==> config.mk <==
export PLATFORM = sky130hd
export DESIGN_NAME = cc_datapath_sequencer
export DESIGN_NICKNAME = d
export VERILOG_FILES = /design/src/rtl/cc_datapath_sequencer.sv
export SDC_FILE = /design/constraint.sdc
export NUM_CORES = 1
export LEC_CHECK = 0
export ABC_AREA = 1
export BUFFER_PORTS_ARGS = -buffer_cell sky130_fd_sc_hd__buf_4
export CAP_MARGIN = 20
export CORE_ASPECT_RATIO = 2
export CORE_MARGIN = 2
export CORE_UTILIZATION = 45
export DETAILED_ROUTE_END_ITERATION = 10
export PLACE_DENSITY = 0.79
export SYNTH_ARGS = -nofsm -noshare
export SYNTH_HDL_FRONTEND = slang
export SYNTH_SLANG_ARGS = --single-unit
==> constraint.sdc <==
create_clock -name CC_DATAPATH_SEQUENCER_CLOCK_50 -period 2.93 [get_ports CC_DATAPATH_SEQUENCER_CLOCK_50]
set_input_delay 0.1465 -clock CC_DATAPATH_SEQUENCER_CLOCK_50 [delete_from_list [all_inputs] [get_ports CC_DATAPATH_SEQUENCER_CLOCK_50]]
set_output_delay 0.1465 -clock CC_DATAPATH_SEQUENCER_CLOCK_50 [all_outputs]
set_load 0.01 [all_outputs]
==> src/rtl/cc_datapath_sequencer.sv <==
// ============================================================================
// Module   : cc_datapath_sequencer
// Brief    : Steps one reg-to-reg micro-op through read A, read B, ALU wait
//            and writeback on the uDATAPATH mux, operand latches and RF port.
// Revision : 1.0 - initial release
// ============================================================================
`default_nettype none

module cc_datapath_sequencer #(
    parameter int DATAWIDTH_SCRATCHPAD_SELECTION = 5,
    parameter int DATAWIDTH_MIR_SELECTION        = 6,
    parameter int DATAWIDTH_ALU_SELECTION        = 4,
    parameter int ALU_LATENCY                    = 2
) (
    input  logic                                      CC_DATAPATH_SEQUENCER_CLOCK_50,
    input  logic                                      CC_DATAPATH_SEQUENCER_RESET_InHigh,
    input  logic                                      CC_DATAPATH_SEQUENCER_Start_In,
    input  logic                                      CC_DATAPATH_SEQUENCER_Abort_In,
    input  logic [DATAWIDTH_SCRATCHPAD_SELECTION-1:0] CC_DATAPATH_SEQUENCER_Rs1_InBus,
    input  logic [DATAWIDTH_SCRATCHPAD_SELECTION-1:0] CC_DATAPATH_SEQUENCER_Rs2_InBus,
    input  logic [DATAWIDTH_SCRATCHPAD_SELECTION-1:0] CC_DATAPATH_SEQUENCER_Rd_InBus,
    input  logic                                      CC_DATAPATH_SEQUENCER_UseImm_In,
    input  logic [DATAWIDTH_MIR_SELECTION-1:0]        CC_DATAPATH_SEQUENCER_MIRConst_InBus,
    input  logic [DATAWIDTH_ALU_SELECTION-1:0]        CC_DATAPATH_SEQUENCER_ALUOp_InBus,
    output logic                                      CC_DATAPATH_SEQUENCER_MuxSelect_Out,
    output logic [DATAWIDTH_SCRATCHPAD_SELECTION-1:0] CC_DATAPATH_SEQUENCER_ScratchpadSelection_OutBus,
    output logic [DATAWIDTH_MIR_SELECTION-1:0]        CC_DATAPATH_SEQUENCER_MIRSelection_OutBus,
    output logic                                      CC_DATAPATH_SEQUENCER_LoadA_Out,
    output logic                                      CC_DATAPATH_SEQUENCER_LoadB_Out,
    output logic [DATAWIDTH_ALU_SELECTION-1:0]        CC_DATAPATH_SEQUENCER_ALUOp_OutBus,
    output logic                                      CC_DATAPATH_SEQUENCER_RegWrite_Out,
    output logic [DATAWIDTH_SCRATCHPAD_SELECTION-1:0] CC_DATAPATH_SEQUENCER_WriteAddress_OutBus,
    output logic                                      CC_DATAPATH_SEQUENCER_Busy_Out,
    output logic                                      CC_DATAPATH_SEQUENCER_Done_Out
);

    localparam logic [2:0] c_S_IDLE   = 3'd0;
    localparam logic [2:0] c_S_READ_A = 3'd1;
    localparam logic [2:0] c_S_READ_B = 3'd2;
    localparam logic [2:0] c_S_EXEC   = 3'd3;
    localparam logic [2:0] c_S_WRITE  = 3'd4;

    localparam logic [3:0] c_EXEC_LAST = 4'(ALU_LATENCY - 1);

    logic [2:0]                                r_state;
    logic [2:0]                                w_nextState;
    logic [3:0]                                r_count;
    logic [DATAWIDTH_SCRATCHPAD_SELECTION-1:0] r_rs1;
    logic [DATAWIDTH_SCRATCHPAD_SELECTION-1:0] r_rs2;
    logic [DATAWIDTH_SCRATCHPAD_SELECTION-1:0] r_rd;
    logic                                      r_useImm;
    logic [DATAWIDTH_MIR_SELECTION-1:0]        r_mirConst;
    logic [DATAWIDTH_ALU_SELECTION-1:0]        r_aluOp;

    always_ff @(posedge CC_DATAPATH_SEQUENCER_CLOCK_50) begin
        if (CC_DATAPATH_SEQUENCER_RESET_InHigh) begin
            r_state    <= c_S_IDLE;
            r_count    <= '0;
            r_rs1      <= '0;
            r_rs2      <= '0;
            r_rd       <= '0;
            r_useImm   <= 1'b0;
            r_mirConst <= '0;
            r_aluOp    <= '0;
        end else begin
            r_state <= w_nextState;
            // Counter restarts whenever EXEC is left or not yet entered.
            if (r_state == c_S_EXEC && w_nextState == c_S_EXEC) begin
                r_count <= r_count + 4'd1;
            end else begin
                r_count <= '0;
            end
            if (r_state == c_S_IDLE && CC_DATAPATH_SEQUENCER_Start_In) begin
                r_rs1      <= CC_DATAPATH_SEQUENCER_Rs1_InBus;
                r_rs2      <= CC_DATAPATH_SEQUENCER_Rs2_InBus;
                r_rd       <= CC_DATAPATH_SEQUENCER_Rd_InBus;
                r_useImm   <= CC_DATAPATH_SEQUENCER_UseImm_In;
                r_mirConst <= CC_DATAPATH_SEQUENCER_MIRConst_InBus;
                r_aluOp    <= CC_DATAPATH_SEQUENCER_ALUOp_InBus;
            end
        end
    end

    always_comb begin
        w_nextState = r_state;
        case (r_state)
            c_S_IDLE:   if (CC_DATAPATH_SEQUENCER_Start_In) w_nextState = c_S_READ_A;
            c_S_READ_A: w_nextState = CC_DATAPATH_SEQUENCER_Abort_In ? c_S_IDLE : c_S_READ_B;
            c_S_READ_B: w_nextState = CC_DATAPATH_SEQUENCER_Abort_In ? c_S_IDLE : c_S_EXEC;
            c_S_EXEC: begin
                if (CC_DATAPATH_SEQUENCER_Abort_In) begin
                    w_nextState = c_S_IDLE;
                end else if (r_count == c_EXEC_LAST) begin
                    w_nextState = c_S_WRITE;
                end
            end
            c_S_WRITE:  w_nextState = c_S_IDLE;
            default:    w_nextState = c_S_IDLE;
        endcase
    end

    always_comb begin
        CC_DATAPATH_SEQUENCER_MuxSelect_Out              = 1'b0;
        CC_DATAPATH_SEQUENCER_ScratchpadSelection_OutBus = '0;
        CC_DATAPATH_SEQUENCER_MIRSelection_OutBus        = '0;
        CC_DATAPATH_SEQUENCER_LoadA_Out                  = 1'b0;
        CC_DATAPATH_SEQUENCER_LoadB_Out                  = 1'b0;
        CC_DATAPATH_SEQUENCER_ALUOp_OutBus               = '0;
        CC_DATAPATH_SEQUENCER_RegWrite_Out               = 1'b0;
        CC_DATAPATH_SEQUENCER_WriteAddress_OutBus        = '0;
        CC_DATAPATH_SEQUENCER_Busy_Out                   = (r_state != c_S_IDLE);
        CC_DATAPATH_SEQUENCER_Done_Out                   = 1'b0;
        case (r_state)
            c_S_READ_A: begin
                CC_DATAPATH_SEQUENCER_ScratchpadSelection_OutBus = r_rs1;
                CC_DATAPATH_SEQUENCER_LoadA_Out                  = 1'b1;
            end
            c_S_READ_B: begin
                CC_DATAPATH_SEQUENCER_LoadB_Out = 1'b1;
                if (r_useImm) begin
                    CC_DATAPATH_SEQUENCER_MuxSelect_Out       = 1'b1;
                    CC_DATAPATH_SEQUENCER_MIRSelection_OutBus = r_mirConst;
                end else begin
                    CC_DATAPATH_SEQUENCER_ScratchpadSelection_OutBus = r_rs2;
                end
            end
            c_S_EXEC: begin
                CC_DATAPATH_SEQUENCER_ALUOp_OutBus = r_aluOp;
            end
            c_S_WRITE: begin
                // Register 0 reads as zero, so writing it is suppressed.
                CC_DATAPATH_SEQUENCER_ALUOp_OutBus        = r_aluOp;
                CC_DATAPATH_SEQUENCER_WriteAddress_OutBus = r_rd;
                CC_DATAPATH_SEQUENCER_RegWrite_Out        = (r_rd != '0);
                CC_DATAPATH_SEQUENCER_Done_Out            = 1'b1;
            end
            default: ;
        endcase
    end

endmodule

`default_nettype wire

==> run summary, run 1 <==
post-CTS clock slew at the launch and capture registers of the worst setup and hold paths - 60 ps
post-synthesis instance area - 1550 um^2
number of synthesized register bits - 33
die outline width - 45.4 um
final net count - 322
mean area per synthesized cell - 6.52 um^2
most repeated cell in the gate-level netlist after synthesis - nor2_1
DRT Pass-1 Iters - 4
cell type with the highest aggregate area in the netlist - dfxtp_1
standby leakage power - 1.07 nW
power per cell area - 489 nW/um^2
Clk Latency, worst-skew pair - 280 ps
average routed wire per standard cell - 11.2 um
H-tree depth - 2
total negative slack for setup checks - 0 ps
ratio of final minimum period to clock period - 62.5%
number of standard cells in the final layout excluding fillers - 323
post-synthesis cell count - 237
final global-route overflow total - 0
setup slack at placement - 1100 ps
number of primary I/O pins - 56
number of setup buffers added after CTS - 0
worst hold-check path type - in -> reg
number of buffers inserted by hold repair at cts - 0
count of warnings emitted by yosys - 0
Finish-stage setup viols - 0
violation count after the first detailed-routing iteration - 36
die boundary height - 86.9 um
RSZ-0062 raised after global routing - no
detailed-route vias per instance - 4.93
maximum clock path buffer count - 2
worst endpoint required time - 3140 ps
count of distinct cell types in the synthesized netlist - 22
cell area after layout - 2020 um^2
largest voltage drop on the vdd net - 0.000315 V
core area - 3340 um^2
vias in the first global route - 1422
max-slew violation count - 0
Final min period - 1830 ps
max-capacitance violation count - 0
area used by multi-input combinational logic - 703 um^2
layout cells sized above 1 - 22.7%
number of antenna violations at the first check in global routing - 0
aggregate routed wire length - 3.62 mm
TritonCTS Buffers - 5
Layout Area Growth over Synthesis - 30.8%
slew margin rel. - 42.4%
portion of the post-synthesis area used by sequential elements - 42.8%
vias after detailed routing - 1591
cell types with the largest area share after synthesis - dfxtp_1 (43%), nor2_1 (17%), nand2_1 (13%)
final hold vios - 0
result of the run - finished clean
post-detailed-placement cell area - 1940 um^2
Async SR Flop Fraction - 0%
Min Hold Slack - 86.2 ps
net count after synthesis - 269
starting density of the core - 46.3%
Design Power - 0.987 mW
die area - 3950 um^2
antenna cell count - 0
most common library cells after synthesis - nor2_1 (71), nand2_1 (55), dfxtp_1 (33)
Post-Route Utilization - 60.5%
HPWL Detailed - 2.66 mm
wire length of the first global-routing pass - 5.62 mm
# port buffers - 55
maximum number of pins on one net before global-route repair - 49
cell row count - 30
area fraction of the dominant cell type after synthesis - 42.8%
final worst setup slack - 1100 ps
CTS tree - yes
critical path data arrival time - 2040 ps
highest clock rate - 0.546 GHz
post-detailed-route count of antenna-violating nets - 0
most used flip-flop cell after synthesis - dfxtp_1
post-placement cell count - 315
Worst Clk Skew - 3.22 ps
global placer's final weighted congestion - 0.840
total number of clock tree sinks - 33
kind of critical path - reg -> reg
actual slew at the worst max-slew pin - 864 ps
Crit. End Element - flop
number of flops mapped to enable cells by yosys - 0
filler cell count - 332
total area of sequential cells - 661 um^2
overall track demand over capacity in global routing - 19.4%
crit-path max FO - 48
post-cts resize count - 0
CP startpoint kind - flop
Clk Tree Root Cell - clkbuf_8
total DRC errors in the routed layout - 0
cell type report:
cell class,count,area share (%)
multi-input combinational,162,34.8
clock buffer,8,3.96
sequential,33,32.7
inverter,33,6.13
timing repair buffer,55,20.4
tap,32,1.98
kinds of logic after synthesis:
kind of cell	Yosys count	share of synthesized area, %
and+or+nand+nor	147	39.2
buffers and inverters	42	11.7
adders and majority gates	2	1.62
AOI/OAI and AO/OA	11	3.56
DFF	33	42.8
xor gates and xnor gates	2	1.13
worst paths after layout:
path	startpoint	to	slack, ps	cells after the start
worst max-delay path	r_state[2]$_SDFF_PP0_	r_state[0]$_SDFF_PP0_	1100	5
worst min-delay path	CC_DATAPATH_SEQUENCER_MIRConst_InBus[3]	r_mirConst[3]$_SDFFE_PP0P_	90	3
worst max register to register	r_state[2]$_SDFF_PP0_	r_state[0]$_SDFF_PP0_	1100	5
worst min register to register	r_count[0]$_SDFF_PP0_	r_count[0]$_SDFF_PP0_	460	1
where the power goes:
part | switching, mW | total, mW | internal [mW]
Clock | 0.150 | 0.318 | 0.168
Sequential | 0.0133 | 0.496 | 0.483
Combinational | 0.101 | 0.173 | 0.0721
Total | 0.264 | 0.987 | 0.724
sequential cells by signal (all words and copies together), names as in the netlist:
name / cells
r_rs1: 5
r_useImm: 1
r_count: 4
r_mirConst: 6
r_rs2: 5
r_state: 3
r_aluOp: 4
r_rd: 5
layer usage:
metal  track usage, %  vias to the layer above  share of wire (%)  wire length (um)
met1             17.8                      709                 35              1270
met3             3.73                       17                3.9               141
met4             13.6                        0                5.0               182
met2             34.8                       51                 56              2020
met5                0                        -                  0                 0
li1                 -                      814                  -                 -
worst max-delay path: stages (launching register included):
cell,delay (ps)
dfxtp_1,320
inv_1,250
nand3_2,740
nand2_1,290
nor2_1,70
nor2_1,90
cells in the final DEF, fill, tap and decap left out, drive strengths merged, types with 2 or more instances in the layout:
cell / instances
a21oi: 5
buf: 55
clkbuf: 8
dfxtp: 33
ha: 2
inv: 33
nand2: 56
nand3: 10
nand4: 6
nor2: 73
o21ai: 6
Note: power is estimated with default switching activity, not from simulation.
==> run 2: changes to the inputs <==
- clock period: 2.93 -> 1.91 ns (I/O delays scaled with it)
==> run 2 against run 1 <==
Against the previous run: sequential share of layout area shrank 0.65 points; sequential power is 53% higher; critical path type is now reg -> out; largest power group unchanged; critical path depth shrank 1.
==> run summary, run 2 (synthesis gave the netlist of run 1 again) <==
kind of critical path - reg -> out
total DRC errors in the routed layout - 0 (unchanged)
filler cell count - 314 (-5.4%)
violation count after the first detailed-routing iteration - 17 (-53%)
final global-route overflow total - 0 (unchanged)
maximum clock path buffer count - 2 (unchanged)
antenna cell count - 0 (unchanged)
number of setup buffers added after CTS - 0 (unchanged)
layout cells sized above 1 - 24.0% (+1.3 points)
met1 Use GR - 18.1% (+0.30 points)
H-tree depth - 2 (unchanged)
max reg flops - 6 (unchanged)
Design Power - 1.60 mW (+62%)
TritonCTS Buffers - 5 (unchanged)
maximum number of pins on one net before global-route repair - 44 (-10%)
wire length of the first global-routing pass - 5.77 mm (+2.6%)
cell row count - 30 (unchanged)
largest reg by FF count - r_mirConst
starting density of the core - 46.3% (unchanged)
overall track demand over capacity in global routing - 20.2% (+0.87 points)
Clk Latency, worst-skew pair - 280 ps (about the same)
worst reg2reg setup slack - 570 ps (-530 ps)
core area - 3340 um^2 (unchanged)
total number of clock tree sinks - 33 (unchanged)
Final min period - 1740 ps
die boundary height - 86.9 um (unchanged)
die outline width - 45.4 um (unchanged)
post-detailed-route count of antenna-violating nets - 0 (unchanged)
CTS tree - yes
max-slew violation count - 0 (unchanged)
most frequent standard cell in the layout excluding fill and tap cells - nor2_1
DRT Pass-1 Iters - 4 (unchanged)
critical path data arrival time - 1640 ps (-400 ps)
number of antenna violations at the first check in global routing - 0 (unchanged)
slew margin rel. - 53.0% (+11 points)
Clk Tree Root Cell - clkbuf_8
power per cell area - 778 nW/um^2 (+59%)
detailed-route vias per instance - 4.72 (-4.1%)
actual slew at the worst max-slew pin - 705 ps (-159 ps)
ratio of final minimum period to clock period - 90.8%
aggregate routed wire length - 3.61 mm (-0.19%)
standby leakage power - 1.09 nW (+2.3%)
global placer's final weighted congestion - 0.924 (+10%)
average routed wire per standard cell - 11.1 um (-0.50%)
largest voltage drop on the vdd net - 0.000546 V (+74%)
post-cts resize count - 0 (unchanged)
CP startpoint kind - flop
Crit. End Element - primary output
worst endpoint required time - 1810 ps (-1330 ps)
worst hold-check path type - in -> reg
final hold vios - 0 (unchanged)
Finish-stage setup viols - 0 (unchanged)
met3 track demand over resource in global routing - 3.73% (unchanged)
vias after detailed routing - 1530 (-3.8%)
grt peak-use layer - met2
final net count - 323 (+0.31%)
most frequent cells in the layout - nor2_1 (71), nand2_1 (55), buf_4 (55)
HPWL Detailed - 2.79 mm (+4.8%)
result of the run - finished clean
highest clock rate - 0.576 GHz
total negative slack for setup checks - 0 ps (unchanged)
Layout Area Growth over Synthesis - 33.4%
# port buffers - 55 (unchanged)
crit-path max FO - 11 (-77%)
post-CTS clock slew at the launch and capture registers of the worst setup and hold paths - 60 ps (about the same)
vias in the first global route - 1406 (-1.1%)
number of primary I/O pins - 56 (unchanged)
Worst Clk Skew - 8.06 ps (+4.84 ps)
max-capacitance violation count - 0 (unchanged)
met2 track demand over resource - 36.5% (+1.7 points)
die area - 3950 um^2 (unchanged)
RSZ-0062 raised after global routing - no
number of buffers inserted by hold repair at cts - 0 (unchanged)
-- run 2: changes by cell type in the layout (fill, tap and decap cells not counted) --
cell / previous run / this run
clkbuf_1: 3 / 0
clkbuf_8: 5 / 7
clkinv_2: 0 / 1
buf_12: 0 / 1
-- run 2: cell type report --
class / count / area [um^2] / area share (%)
inverter: 33 / 124 / 6.01
sequential: 33 / 661 / 32.0
clock inverter: 1 / 5.00 / 0.243
tap: 32 / 40.0 / 1.94
timing repair buffer: 56 / 433 / 21.0
multi-input combinational: 162 / 703 / 34.1
clock buffer: 7 / 96.3 / 4.67
-- run 2: stage by stage --
step	setup slack [ps]	hold WS [ps]	utilization (%)	instances	area (um^2)
2_1_floorplan	696	230	-	237	1550
3_3_place_gp	538	319	58.7	316	1960
3_5_place_dp	514	320	58.7	316	1960
4_1_cts	206	27.3	61.7	324	2060
5_1_grt	91.8	36.2	61.7	324	2060
6_report	175	31.0	61.7	324	2060
-- run 2: worst paths after layout --
check / from / endpoint / depth (start not counted)
worst max-delay path: r_state[2]$_SDFF_PP0_ / CC_DATAPATH_SEQUENCER_ScratchpadSelection_OutBus[3] / 4
worst min-delay path: CC_DATAPATH_SEQUENCER_Rs1_InBus[1] / r_rs1[1]$_SDFFE_PP0P_ / 3
worst max register to register: r_state[2]$_SDFF_PP0_ / r_useImm$_SDFFE_PP0P_ / 6
worst min register to register: r_rs2[4]$_SDFFE_PP0P_ / r_rs2[4]$_SDFFE_PP0P_ / 2
-- run 2: where the power goes --
group | internal (mW) | switching [mW] | total [mW] | leakage [nW]
combinational | 0.115 | 0.155 | 0.270 | 0.765
sequential | 0.741 | 0.0204 | 0.761 | 0.272
clock | 0.325 | 0.247 | 0.572 | 0.0542
total | 1.18 | 0.422 | 1.60 | 1.09
-- run 2: routing by layer --
layer / share of wire (%) / up-vias
li1: - / 816
met1: 35 / 659
met2: 56 / 39
met3: 3.4 / 16
met4: 5.8 / 0
met5: 0 / -
-- run 2: critical path, cell delays in order, from the launching register on --
cell,delay (ps)
dfxtp_1,320
inv_1,250
nand3_1,280
o21ai_0,330
buf_4,180
==> run 3: changes to the inputs <==
- clock period: 1.91 -> 1.69 ns (I/O delays scaled with it)
==> run 3 against run 2 <==
Against the previous run: final cell count shrank 0.31%; critical path type unchanged; sequential cell count is the same; sequential share of layout area grew 0.56 points; wire length shrank 2.9%; non-clock buffer count grew 1; critical endpoint is now CC_DATAPATH_SEQUENCER_ScratchpadSelection_OutBus[0]; clock skew shrank 1.3 ps; combinational power grew 10%.
==> run summary, run 3 (synthesis gave the netlist of run 1 again) <==
result of the run - finished clean
filler cell count - 334 (+6.4%)
overall track demand over capacity in global routing - 19.3% (-0.90 points)
max-slew violation count - 0 (unchanged)
global placer's final weighted congestion - 0.913 (-1.2%)
CTS tree - yes
largest voltage drop on the vdd net - 0.000600 V (+10%)
die boundary height - 86.9 um (unchanged)
worst hold-check path type - in -> reg
largest reg by FF count - r_mirConst
ratio of final minimum period to clock period - 95.0%
layout cells sized above 1 - 24.1% (+0.082 points)
CP startpoint kind - flop
clock network power share - 31.0% (-4.7 points)
number of primary I/O pins - 56 (unchanged)
vias after detailed routing - 1554 (+1.6%)
final net count - 324 (+0.31%)
highest clock rate - 0.623 GHz
post-detailed-route count of antenna-violating nets - 0 (unchanged)
critical path data arrival time - 1520 ps (-120 ps)
Finish-stage setup viols - 0 (unchanged)
Clk Latency, worst-skew pair - 280 ps (about the same)
number of antenna violations at the first check in global routing - 0 (unchanged)
slew margin rel. - 71.6% (+19 points)
Clk Tree Root Cell - clkbuf_8
core area - 3340 um^2 (unchanged)
detailed-route vias per instance - 4.81 (+1.9%)
number of buffers inserted by hold repair at cts - 0 (unchanged)
maximum number of pins on one net before global-route repair - 48 (+9.1%)
maximum clock path buffer count - 2 (unchanged)
starting density of the core - 46.3% (unchanged)
number of standard cells in the final layout excluding fillers - 323 (-0.31%)
most frequent cells in the layout - nor2_1 (71), buf_4 (57), nand2_1 (55)
switching share of total power - 26.5% (+0.22 points)
# port buffers - 55 (unchanged)
vias in the first global route - 1463 (+4.1%)
RSZ-0062 raised after global routing - yes
die outline width - 45.4 um (unchanged)
total DRC errors in the routed layout - 0 (unchanged)
Worst Clk Skew - 6.77 ps (-1.29 ps)
actual slew at the worst max-slew pin - 426 ps (-279 ps)
cell row count - 30 (unchanged)
post-placement cell count - 317 (+0.32%)
violation count after the first detailed-routing iteration - 16 (-1)
final hold vios - 0 (unchanged)
post-CTS clock slew at the launch and capture registers of the worst setup and hold paths - 60 ps (about the same)
HPWL Detailed - 2.70 mm (-3.4%)
DRT Pass-1 Iters - 4 (unchanged)
sequential fraction of design power - 51.3% (+3.8 points)
post-detailed-placement cell area - 1960 um^2 (-0.26%)
TritonCTS Buffers - 5 (unchanged)
Final min period - 1610 ps
internal cell power - 1.23 mW (+4.5%)
die area - 3950 um^2 (unchanged)
standby leakage power - 1.08 nW (-1.3%)
max-capacitance violation count - 0 (unchanged)
wire length of the first global-routing pass - 5.62 mm (-2.6%)
H-tree depth - 2 (unchanged)
total number of clock tree sinks - 33 (unchanged)
net switching power - 0.446 mW (+5.7%)
power share of the combinational group - 17.8% (+1.0 points)
crit-path max FO - 11 (unchanged)
antenna cell count - 0 (unchanged)
power per cell area - 828 nW/um^2 (+6.4%)
Layout Area Growth over Synthesis - 31.4%
Crit. End Element - primary output
number of setup buffers added after CTS - 0 (unchanged)
final global-route overflow total - 0 (unchanged)
average routed wire per standard cell - 10.9 um (-2.6%)
most frequent standard cell in the layout excluding fill and tap cells - nor2_1
kind of critical path - reg -> out
Min Hold Slack - 25.9 ps (-5.08 ps)
worst endpoint required time - 1610 ps (-200 ps)
max reg flops - 6 (unchanged)
aggregate routed wire length - 3.51 mm (-2.9%)
cell area after layout - 2030 um^2 (-1.5%)
==> run 3: repair_timing <==
| action | in CTS | in global routing |
|---|---|---|
| resized for setup | 0 | 1 |
| endpoints found under the hold margin | 0 | 0 |
| setup endpoints to repair | 0 | 7 |
==> run 3: worst paths after layout <==
check                                     start                                                   to  slack, ps  depth (start not counted)
min reg2reg               r_rs2[2]$_SDFFE_PP0P_                                r_rs2[2]$_SDFFE_PP0P_        470                          2
max reg2reg               r_state[0]$_SDFF_PP0_                                 r_rd[4]$_SDFFE_PP0P_        330                          6
max                       r_state[2]$_SDFF_PP0_  CC_DATAPATH_SEQUENCER_ScratchpadSelection_OutBus[0]         80                          4
min          CC_DATAPATH_SEQUENCER_Rs1_InBus[4]                                r_rs1[4]$_SDFFE_PP0P_         30                          3
==> run 3: stage by stage <==
stage | setup slack [ps] | TNS, ps | power, mW | utilization [%]
4_1_cts | 65.8 | 0 | 1.70 | 60.7
3_3_place_gp | 362 | 0 | 1.17 | 58.5
3_5_place_dp | 342 | 0 | 1.18 | 58.5
2_1_floorplan | 487 | 0 | 1.07 | -
5_1_grt | -4.42 | -4.42 | 1.77 | 60.8
6_report | 85.0 | 0 | 1.68 | 60.8
==> run 3: worst max-delay path, stage by stage, from the launching register on <==
cell	delay [ps]
dfxtp_1	310
inv_1	250
nand3_1	270
o21ai_0	260
buf_4	160
==> run 3: power groups by stage <==
stage | logic (mW) | clock network [mW] | registers (mW)
5_1_grt | 0.344 | 0.563 | 0.867
2_1_floorplan | 0.200 | 0 | 0.872
3_3_place_gp | 0.295 | 0 | 0.875
3_5_place_dp | 0.300 | 0 | 0.878
6_report | 0.298 | 0.521 | 0.862
4_1_cts | 0.301 | 0.539 | 0.861
==> run 3: routing by layer <==
metal	vias to the layer above	part of all wire [%]	GRT usage (%)
li1	814	-	-
met1	680	35	16.3
met2	47	56	36.2
met3	13	4.1	3.11
met4	0	4.9	14.4
met5	-	0	0
==> run 3: final cells by class <==
| type | instances | area (um^2) | share of cell area, % |
|---|---|---|---|
| Tap cell | 32 | 40.0 | 1.97 |
| Clock inverter | 1 | 5.00 | 0.246 |
| Timing Repair Buffer | 57 | 428 | 21.1 |
| Sequential cell | 33 | 662 | 32.6 |
| Multi-Input combinational cell | 162 | 703 | 34.6 |
| Inverter | 33 | 124 | 6.10 |
| Clock buffer | 5 | 68.8 | 3.39 |
